==> config.mk <==
export PLATFORM = sky130hd
export DESIGN_NAME = wb_scoreboard
export DESIGN_NICKNAME = d
export VERILOG_FILES = /design/src/rtl/wb_scoreboard.sv
export SDC_FILE = /design/constraint.sdc
export NUM_CORES = 1
export LEC_CHECK = 0
export CAP_MARGIN = 10
export CORE_UTILIZATION = 57
export DETAILED_ROUTE_END_ITERATION = 7
export GPL_TIMING_DRIVEN = 0
export HOLD_SLACK_MARGIN = 0.05
export PLACE_DENSITY_LB_ADDON = 0.15
export SYNTH_ARGS = -nofsm -noshare
export SYNTH_HDL_FRONTEND = slang
export SYNTH_SLANG_ARGS = --single-unit
==> constraint.sdc <==
create_clock -name clk -period 3.5 [get_ports clk]
set_input_delay 0.7 -clock clk [delete_from_list [all_inputs] [get_ports clk]]
set_output_delay 0.7 -clock clk [all_outputs]
set_load 0.1 [all_outputs]
==> src/rtl/wb_scoreboard.sv <==
// Writeback result FIFO with a per-register pending scoreboard.
// Drains one queued result per cycle onto the register file write port.
module wb_scoreboard #(
  parameter int DEPTH  = 4,
  parameter int ADDR_W = 5,
  parameter int DATA_W = 32
) (
  input  logic                   clk,
  input  logic                   rst_n,
  input  logic                   iss_valid,
  input  logic                   iss_wr,
  input  logic [ADDR_W-1:0]      iss_dest,
  input  logic [ADDR_W-1:0]      iss_src1,
  input  logic [ADDR_W-1:0]      iss_src2,
  output logic                   hazard,
  input  logic                   res_valid,
  output logic                   res_ready,
  input  logic [ADDR_W-1:0]      res_dest,
  input  logic [DATA_W-1:0]      res_val,
  output logic                   write_enable,
  output logic [ADDR_W-1:0]      dest,
  output logic [DATA_W-1:0]      destVal,
  output logic [$clog2(DEPTH):0] fifo_count
);
  localparam int PW = $clog2(DEPTH);
  localparam int NR = 1 << ADDR_W;

  logic [ADDR_W-1:0] dmem_q [DEPTH];
  logic [DATA_W-1:0] vmem_q [DEPTH];

  logic [PW-1:0]     wptr_q, wptr_d;
  logic [PW-1:0]     rptr_q, rptr_d;
  logic [PW:0]       cnt_q, cnt_d;
  logic [NR-1:0]     pend_q, pend_d;
  logic              we_q, we_d;
  logic [ADDR_W-1:0] dest_q, dest_d;
  logic [DATA_W-1:0] val_q, val_d;

  logic              push, pop, iss_set;
  logic [ADDR_W-1:0] head_dest;
  logic [DATA_W-1:0] head_val;

  assign head_dest = dmem_q[rptr_q];
  assign head_val  = vmem_q[rptr_q];

  assign res_ready = cnt_q < (PW+1)'(DEPTH);
  assign push      = res_valid && res_ready;
  assign pop       = cnt_q != '0;

  // pend_q[0] is held at zero, so r0 sources never stall
  assign hazard = (iss_src1 != '0 && pend_q[iss_src1])
                | (iss_src2 != '0 && pend_q[iss_src2])
                | (iss_wr && iss_dest != '0 && pend_q[iss_dest]);

  assign iss_set = iss_valid && !hazard && iss_wr && iss_dest != '0;

  always_comb begin
    wptr_d = wptr_q;
    rptr_d = rptr_q;
    cnt_d  = cnt_q + {{PW{1'b0}}, push} - {{PW{1'b0}}, pop};
    pend_d = pend_q;
    we_d   = 1'b0;
    dest_d = dest_q;
    val_d  = val_q;
    if (push) wptr_d = wptr_q + PW'(1);
    if (pop) begin
      rptr_d            = rptr_q + PW'(1);
      pend_d[head_dest] = 1'b0;
      we_d              = head_dest != '0;
      dest_d            = head_dest;
      val_d             = head_val;
    end
    if (iss_set) pend_d[iss_dest] = 1'b1;
    pend_d[0] = 1'b0;
  end

  always_ff @(posedge clk) begin
    if (!rst_n) begin
      wptr_q <= '0;
      rptr_q <= '0;
      cnt_q  <= '0;
      pend_q <= '0;
      we_q   <= 1'b0;
      dest_q <= '0;
      val_q  <= '0;
    end else begin
      wptr_q <= wptr_d;
      rptr_q <= rptr_d;
      cnt_q  <= cnt_d;
      pend_q <= pend_d;
      we_q   <= we_d;
      dest_q <= dest_d;
      val_q  <= val_d;
    end
  end

  always_ff @(posedge clk) begin
    if (rst_n && push) begin
      dmem_q[wptr_q] <= res_dest;
      vmem_q[wptr_q] <= res_val;
    end
  end

  assign write_enable = we_q;
  assign dest         = dest_q;
  assign destVal      = val_q;
  assign fifo_count   = cnt_q;
endmodule

### Word-level counts from Yosys, hierarchy flattened

Memory sizes are Yosys's and may differ from the RTL's. A register that Yosys moved wholly into a read port is not among the register bits.
Index checks and enable logic that the tools add are counted.

* bits in registers: 45
* memory bits (writable): 148
* input bits: 57
* word-level logic and storage cells: 60
* memories kept: 2

Memories
* vmem_q: depth 4, width 32, read ports 1, clocked after memory_dff 1, wr ports 1, RTL line 29 `logic [DATA_W-1:0] vmem_q [DEPTH];`
* dmem_q: depth 4, width 5, read ports 1, clocked after memory_dff 1, wr ports 1, RTL line 28 `logic [ADDR_W-1:0] dmem_q [DEPTH];`

* add/subtract/negate cells: 4
* order comparisons: 7
* mux-type cells: 16
* bitwise operators: 5
* reduce and logical (&&, ||, !) cells: 19

Operators by type and width (count)
* $mux W32: 2
* $and A32 B32 Y32: 1
* $not A32 Y32: 1
* $or A32 B32 Y32: 1
* $lt A5 B6 Y1 const B: 4
* $reduce_bool A5 Y1: 4
* $bmux W1 S5: 3
* $logic_and A1 B1 Y1: 11
* $demux W1 S5: 2
* $ge A5 B1 Y1 const B: 2
* $mux W1: 7
* $add A2 B1 Y2 const B: 2
* $mux W2: 2
* $add A3 B1 Y3: 1
* $lt A3 B3 Y1 const B: 1
* $reduce_bool A3 Y1: 1
* $sub A3 B1 Y3: 1
* $logic_not A1 Y1: 2
* $or A1 B1 Y1: 2
* $reduce_and A2 Y1: 1

### Longest topological paths before layout

Gate-level depths: netlist (run 1).

* word-level depth: 10
* depth in mapped cells: 11

### Worst setup path before layout (run 1)

Ideal clock, no wire load.

* path type: input-to-output
* start: input iss_src2[2]
* end: output hazard
* data arrival time: 2.625 ns
* required time: 2.800 ns
* setup slack: 0.175 ns
* stages: 7
* cell sequence: buf_2 -> mux2i_1 -> mux4_2 -> a221oi_1 -> a211o_1 -> buf_2 -> a31o_2

* cells in the longest elaborated chain, start to end: 5
* elaborated cells on any way between the ends: 6
* classes of those cells: 2 x mux; 2 x bitwise; 2 x reduce/logical

Ends and longest elaborated chain
* start: declaration: RTL line 14 `input logic [ADDR_W-1:0] iss_src2,`
* $bmux W1 S5: RTL line 52 `| (iss_src2 != '0 && pend_q[iss_src2])`
* $mux W1 (not written as such): RTL line 52
* $logic_and A1 B1 Y1 (*): RTL line 52
* $or A1 B1 Y1 (*): RTL line 52
* $or A1 B1 Y1 (*): RTL line 53 `| (iss_wr && iss_dest != '0 && pend_q[iss_dest]);`
* end: declaration: RTL line 15 `output logic hazard,`

Mark *: on every way between the ends. The rest lies on a longest branch, timed or not. The select of a mux whose other input is x is not followed.

### Worst setup path in the final report (run 1)

* start: input iss_dest[4]
* end: output hazard

* cells in the longest elaborated chain, start to end: 4
* elaborated cells on any way between the ends: 6
* classes of those cells: 2 x mux; 1 x bitwise; 3 x reduce/logical

Ends and longest elaborated chain
* start: declaration: RTL line 12 `input logic [ADDR_W-1:0] iss_dest,`
* $bmux W1 S5 or $reduce_bool A5 Y1 (tied branches): RTL line 53
* $mux W1 (not written as such) or $logic_and A1 B1 Y1 (tied branches): RTL line 53
* $logic_and A1 B1 Y1 (*): RTL line 53
* $or A1 B1 Y1 (*): RTL line 53

Marked as above.

==> key figures, run 1 <==
Yosys
  • Synth top area share: 0.4653
  • Ys async rst share: 0
  • Ys Warns: 0
  • Post-synth top cells: edfxtp_1, nand2_1, dfxtp_1
  • Synth unique cells: 53
  • Synth area leader: edfxtp_1
  • Number of flops mapped to enable cells by yosys: 148
  • Post-Synthesis Cells: 644
  • Post-Syn Area: ~0.0096 mm²
  • Most common cell in the netlist: edfxtp_1
  • Synth Flop Type: edfxtp_1
  • Ranking of synthesized cells by area: edfxtp_1, dfxtp_1, mux4_2
  • Seq/Total Area, Yosys: 0.6288
  • Syn avg cell area: 14.83 µm²
  • Syn nets: 708
  • Seq cells post-synth: 226

STA
  • Skew final: approximately 0.019 ns
  • Final period util: 0.9831
  • Final setup margin: 0.05913 ns
  • Slew margin rel.: 0.3147
  • Hold Fails Final Rpt: 0
  • Final setup fails: 0
  • Hold Slack: ~0.46 ns
  • Max-slew violations: 0
  • Slew @ Worst Pin: 1.025 ns
  • Period minus WS final: 3.441 ns
  • FMAX: 290.6 MHz

Placement
  • Port bufs: between 90 and 100
  • Post-placement setup slack: -1.274 ns
  • GP Congestion: 0.9511
  • Placed Area: 0.01083 mm²
  • Post-DP HPWL: 14790 µm

Final layout
  • Share of cells above drive strength 1: 0.1766
  • Final non-filler cell area: 0.01158 mm²
  • Ant diodes: 0
  • Fin util: 0.7185
  • Layout Nets: 834
  • Area Growth Syn to Fin: 21.24%
  • Fill cell count: 1032

Die
  • Total die area: 0.01728 mm²
  • DIE WIDTH: 131.4 µm
  • Die Ht: 131.4 µm
  • Initial Util: 0.5926
  • Ports: 100
  • Rows: 46
  • Core Footprint: 0.01612 mm²

Setup path
  • WP data arrival: 2.74 ns
  • Critical path launch point type: input pin
  • Setup crit end kind: primary output
  • Crit Path Max Fanout: 10
  • CP Class: in -> out
  • WP data required: 2.80 ns

Pwr
  • Power Density: 796.5 mW/mm²
  • Total chip power: 9.222 mW
  • Worst vdd ir: ~0.76 mV
  • Pleak: 3.883 nW

CTS
  • CTS Hold Buffers Added: 0
  • CTS H-tree lvls: 1
  • Cts bufs inserted: 23
  • Clk sinks: 226
  • Clk slew on worst S/H paths: 0.06 ns
  • Clock Latency Late Sink: 0.51 ns
  • CTS tree: yes
  • CTS Buffer Depth: 3
  • Root buffer cell: clkbuf_16

GRT
  • Number of global-route vias before repair: 6477
  • Gr ovfl total: 0
  • Largest net degree at the start of global routing: 32
  • Antenna violations before repair: 0
  • Total GRT Usage: 0.2574
  • First-pass GRT wire length: 34630 µm

Outcome
  • Violated checks: DRC
  • Outcome: finished, violations left

Run
  • Max-cap violations: 0

Route
  • Drt pass-1 iters: 6
  • Residual DRC: 1
  • Routed WL per cell: 21.80 µm
  • Antenna-violating nets left: 0
  • Routed wire length: 21870 µm
  • DR iter-0 viols: between 400 and 500
  • Vias: ~6k
  • Vias per cell: 6.158

Worst hold path
  • Worst hold path type: reg -> reg
[placed cells by master, fill, tap and decap left out, types with 3 or more instances in the layout]
master           count
edfxtp_1           148
clkdlybuf4s50_1     89
nand2_1             86
dfxtp_1             78
mux4_2              52
a21boi_0            36
clkbuf_1            34
o211ai_1            31
clkbuf_16           23
mux2i_1             20
or3_1               19
o31ai_1             16
inv_1               12
o41ai_2             10
buf_4                9
buf_2                7
nor2_1               7
nor2b_1              6
ha_1                 6
nand3b_1             5
and2_1               5
o41ai_1              5
clkinv_1             5
o22ai_1              4
and3_2               4
xnor2_1              4
nand2b_1             4
clkinv_2             4
buf_12               4
clkbuf_2             3
or3b_4               3
and3b_1              3
buf_6                3
[state kept, by name, summed over array words and instances (netlist names), 2 cells and up, named ones only]
signal / cells
pend_q: 31
rptr_q: 2
dmem_q: 20
dest: 5
destVal: 32
vmem_q: 128
wptr_q: 2
fifo_count: 3
[layer usage]
| metal | routed length, µm | track usage |
|---|---|---|
| met1 | 8714 | 0.3228 |
| met2 | 11380 | 0.4533 |
| met3 | 1232 | 0.04398 |
| met4 | 542 | 0.08398 |
| met5 | 0 | 0 |
[layout make-up]
cell class	instances	area, µm²	area share
Clock buffer	30	601.8	0.05198
Buffer	47	230.2	0.01988
Clock inverter	12	66.31	0.005727
Tap cell	216	270.3	0.02334
Multi-Input combinational cell	359	3316	0.2864
Inverter	12	45.04	0.003890
Sequential cell	226	6006	0.5187
Timing Repair Buffer	101	1044	0.09012
[critical path: stages]
cell,delay (ns)
clkdlybuf4s50_1,0.43
clkbuf_2,0.20
or4b_2,0.70
o32ai_2,0.14
a211oi_2,0.09
nand2_2,0.10
a31o_2,0.18
buf_8,0.20
[kinds of logic after synthesis]
logic type,Yosys count,share of synthesized area
compound gates,121,0.1060
xor+xnor,4,0.003668
fa+ha+maj,7,0.009957
buf+inv,59,0.02764
flops,226,0.6288
mux,74,0.1459
simple gates,153,0.07795
[report_power, final]
group	switching [mW]	internal, mW
Clock	0.970	1.22
Sequential	0.178	3.17
Combinational	2.62	1.07
[stage by stage]
step                      std cells   TNS, ns
after global routing           1003  -0.02009
after global placement          952    -29.27
after detailed placement        956    -1.274
after CTS                       999         0
final                          1003         0
after floorplan                 644         0
[repair_timing]
action,CTS,global route
resized for setup,18,8
endpoints found under the setup margin,1,1
buffers inserted,1,4
pin swaps,1,1
[worst paths after layout]
| path | startpoint | endpoint | slack, ns | cells after the start |
|---|---|---|---|---|
| min reg2reg | destVal[15]$_SDFFE_PN0N_ | destVal[15]$_SDFFE_PN0N_ | 0.46 | 2 |
| max reg2reg | fifo_count[2]$_SDFF_PN0_ | fifo_count[2]$_SDFF_PN0_ | 0.51 | 11 |
| max | iss_dest[4] | hazard | 0.06 | 8 |
| min | destVal[15]$_SDFFE_PN0N_ | destVal[15]$_SDFFE_PN0N_ | 0.46 | 2 |
(Power assumes the default switching activity.)
==> run 2, diff against run 1 <==
--- a/config.mk
+++ b/config.mk
@@ -6,6 +6,7 @@
 export NUM_CORES = 1
 export LEC_CHECK = 0
 export CAP_MARGIN = 10
+export CORE_MARGIN = 2
 export CORE_UTILIZATION = 57
 export DETAILED_ROUTE_END_ITERATION = 7
 export GPL_TIMING_DRIVEN = 0
==> run 2 against run 1 <==
- the run now ends clean
- clock power rose by 9.6%
- routed wire length fell by 1.2%
- sequential share of layout area fell by 0.27 points
- via count fell by 2.1%
- total power rose by 1.9%
- largest cell class unchanged
==> key figures, run 2 (same netlist as run 1, synthesis figures left out) <==
Final layout
  • Most frequent cells in the layout: edfxtp_1, clkdlybuf4s50_1, nand2_1 (unchanged)
  • Commonest non-fill, non-tap cell in the layout: edfxtp_1 (unchanged)
  • Max reg flops: 128 (unchanged)
  • Layout Nets: 831 (was 834)
  • Most flop-heavy register: vmem_q (unchanged)
  • Share of cells above drive strength 1: 0.1786 (was 0.1766)
  • Area Growth Syn to Fin: 21.87% (was 21.24%)
  • Ant diodes: 0 (unchanged)
  • Fin util: 0.7068 (was 0.7185)

Setup path
  • FF-to-FF Start: fifo_count[2]$_SDFF_PN0_ (unchanged)
  • CP cell instances: buf_4 > mux4_2 > mux2i_1 > o22ai_1 > a211o_1 > clkbuf_4 > a31o_2 > buf_8 (was clkdlybuf4s50_1 > clkbuf_2 > or4b_2 > o32ai_2 > a211oi_2 > nand2_2 > a31o_2 > buf_8)
  • FF-to-FF setup slack: 0.67 ns (was 0.51 ns)
  • Setup crit end kind: primary output (unchanged)
  • Crit Reg-Reg Endpoint: fifo_count[2]$_SDFF_PN0_ (unchanged)
  • Critical-path top delay cell: mux4_2 (was or4b_2)
  • Critical path launch point type: input pin (unchanged)
  • Critical Path Max Stage Delay: 0.51 ns (was 0.70 ns)
  • CP Class: in -> out (unchanged)
  • WP data required: 2.80 ns (about the same)
  • CP bufs+invs: 3 (unchanged)
  • Worst Reg-to-Reg Cells: 11 (unchanged)
  • WP data arrival: 2.74 ns (about the same)
  • Crit Path Max Fanout: 10 (unchanged)
  • Top delay family on crit path: multiplexers (was buffers and inverters)

Pwr
  • Cell-internal power: 5.638 mW (was 5.456 mW)
  • Register share of total power: 0.354 (was 0.363)
  • NetSw: 3.761 mW (was 3.766 mW)
  • Total chip power: 9.399 mW (was 9.222 mW)
  • Pleak: 3.908 nW (was 3.883 nW)
  • Worst vdd ir: 0.7352 mV (was 0.7622 mV)
  • Switching share of power: 0.4002 (was 0.4084)
  • Combinational power share: 0.391 (was 0.400)
  • Clk pwr share: 0.255 (was 0.237)
  • Power Density: 807.6 mW/mm² (was 796.5 mW/mm²)

Die
  • Initial Util: 0.5800 (was 0.5926)
  • Ports: 100 (unchanged)
  • Core Footprint: 0.01647 mm² (was 0.01612 mm²)
  • Die Ht: 133.4 µm (was 131.4 µm)
  • DIE WIDTH: 133.4 µm (was 131.4 µm)
  • Total die area: 0.01781 mm² (was 0.01728 mm²)
  • Rows: 47 (was 46)

CTS
  • Root buffer cell: clkbuf_16 (unchanged)
  • Clk slew on worst S/H paths: 0.06 ns (about the same)
  • CTS Buffer Depth: 3 (unchanged)
  • Cts bufs inserted: 23 (unchanged)
  • CTS Hold Buffers Added: 0 (unchanged)
  • CTS tree: yes (unchanged)
  • CTS H-tree lvls: 1 (unchanged)
  • Clock Latency Late Sink: 0.51 ns (about the same)
  • Clk sinks: 226 (unchanged)

GRT
  • Number of global-route vias before repair: 6298 (was 6477)
  • Antenna violations before repair: 0 (unchanged)
  • First-pass GRT wire length: 34110 µm (was 34630 µm)
  • Total GRT Usage: 0.2463 (was 0.2574)
  • Gr ovfl total: 0 (unchanged)
  • Largest net degree at the start of global routing: 34 (was 32)

Placement
  • Post-placement setup slack: -1.286 ns (was -1.274 ns)
  • GP Congestion: 0.8801 (was 0.9511)
  • Port bufs: 92 (unchanged)
  • Post-DP HPWL: 14660 µm (was 14790 µm)

Route
  • Vias per cell: 6.020 (was 6.158)
  • Residual DRC: 0 (was 1)
  • Routed WL per cell: 21.51 µm (was 21.80 µm)
  • Drt pass-1 iters: 5 (was 6)
  • Routed wire length: 21600 µm (was 21870 µm)
  • DR iter-0 viols: 553 (was 457)
  • Antenna-violating nets left: 0 (unchanged)
  • Vias: 6044 (was 6176)

STA
  • Final period util: 0.9815 (was 0.9831)
  • Slew @ Worst Pin: 0.9849 ns (was 1.025 ns)
  • Final setup margin: 0.06479 ns (was 0.05913 ns)
  • Hold Fails Final Rpt: 0 (unchanged)
  • FMAX: 291.1 MHz (was 290.6 MHz)
  • Skew final: 0.009984 ns (was 0.01869 ns)
  • Slew margin rel.: 0.3414 (was 0.3147)
  • Max-slew violations: 0 (unchanged)
  • Hold Slack: 0.4637 ns (was 0.4647 ns)
  • Unrepaired setup endpoints after global routing: no
  • Period minus WS final: 3.435 ns (was 3.441 ns)
  • Final setup fails: 0 (unchanged)

Worst hold path
  • Worst hold path type: reg -> reg (unchanged)
  • Min-Delay Endpoint: dest[3]$_SDFFE_PN0N_ (was destVal[15]$_SDFFE_PN0N_)
  • Hold Path Cell Cnt: 2 (unchanged)
  • Hold_sp: dest[3]$_SDFFE_PN0N_ (was destVal[15]$_SDFFE_PN0N_)

Outcome
  • Outcome: finished clean (was finished, violations left)

Run
  • Max-cap violations: 0 (unchanged)
[run 2: cell types whose count changed in the layout (fill, tap and decap cells not counted), moves of 2 or more]
cell,before,now
clkbuf_8,0,2
dlygate4sd2_1,0,2
buf_4,9,6
bufinv_16,0,2
clkbuf_1,34,30
[run 2: what timing repair did]
action,in CTS,in global routing
gates resized for setup,17,7
setup endpoints to repair,1,1
pin swaps,2,1
setup buffers,3,0
gates cloned,0,0
[run 2: worst max path at each step]
stage	endpoint	start	cells past startpoint
finish	hazard	iss_src2[0]	8
global route	hazard	iss_dest[4]	8
CTS	hazard	iss_dest[4]	8
detailed placement	hazard	iss_dest[3]	8
global placement	hazard	iss_dest[3]	8
floorplan	hazard	iss_src2[2]	7
[run 2: stage by stage]
stage | TNS (ns) | std cells | cell area [µm²]
floorplan | 0 | 644 | 9550
global route | 0 | 1004 | 11640
global placement | -34.54 | 956 | 10750
CTS | 0 | 1004 | 11610
detailed placement | -1.286 | 960 | 10830
finish | 0 | 1004 | 11640
[run 2: worst min-delay path: stages (launching register included)]
cell	delay (ns)
dfxtp_1	0.31
nand2_1	0.05
a21boi_0	0.06
[run 2: power groups by stage]
stage | clock network, mW | registers (mW) | logic (mW)
after floorplan | 0 | 4.76 | 1.34
after global placement | 0 | 3.38 | 3.62
after detailed placement | 0 | 3.39 | 3.67
after CTS | 2.43 | 3.34 | 3.70
after global routing | 2.54 | 3.36 | 3.88
final | 2.40 | 3.33 | 3.67
[run 2: cell type report]
class / instances / area [µm²]
Fill cell: 1115 / 4827
Inverter: 12 / 45.04
Sequential cell: 226 / 6006
Tap cell: 220 / 275.3
Clock buffer: 28 / 614.3
Multi-Input combinational cell: 359 / 3316
Timing Repair Buffer: 99 / 1026
Clock inverter: 14 / 133.9
Buffer: 46 / 222.7
[run 2: metal layers]
layer / up-vias / routed length [µm] / global-route usage
met5: - / 0 / 0
met4: 0 / 576 / 0.07565
met3: 46 / 1250 / 0.03881
met2: 223 / 10840 / 0.4250
met1: 3012 / 8932 / 0.3252
li1: 2763 / - / -
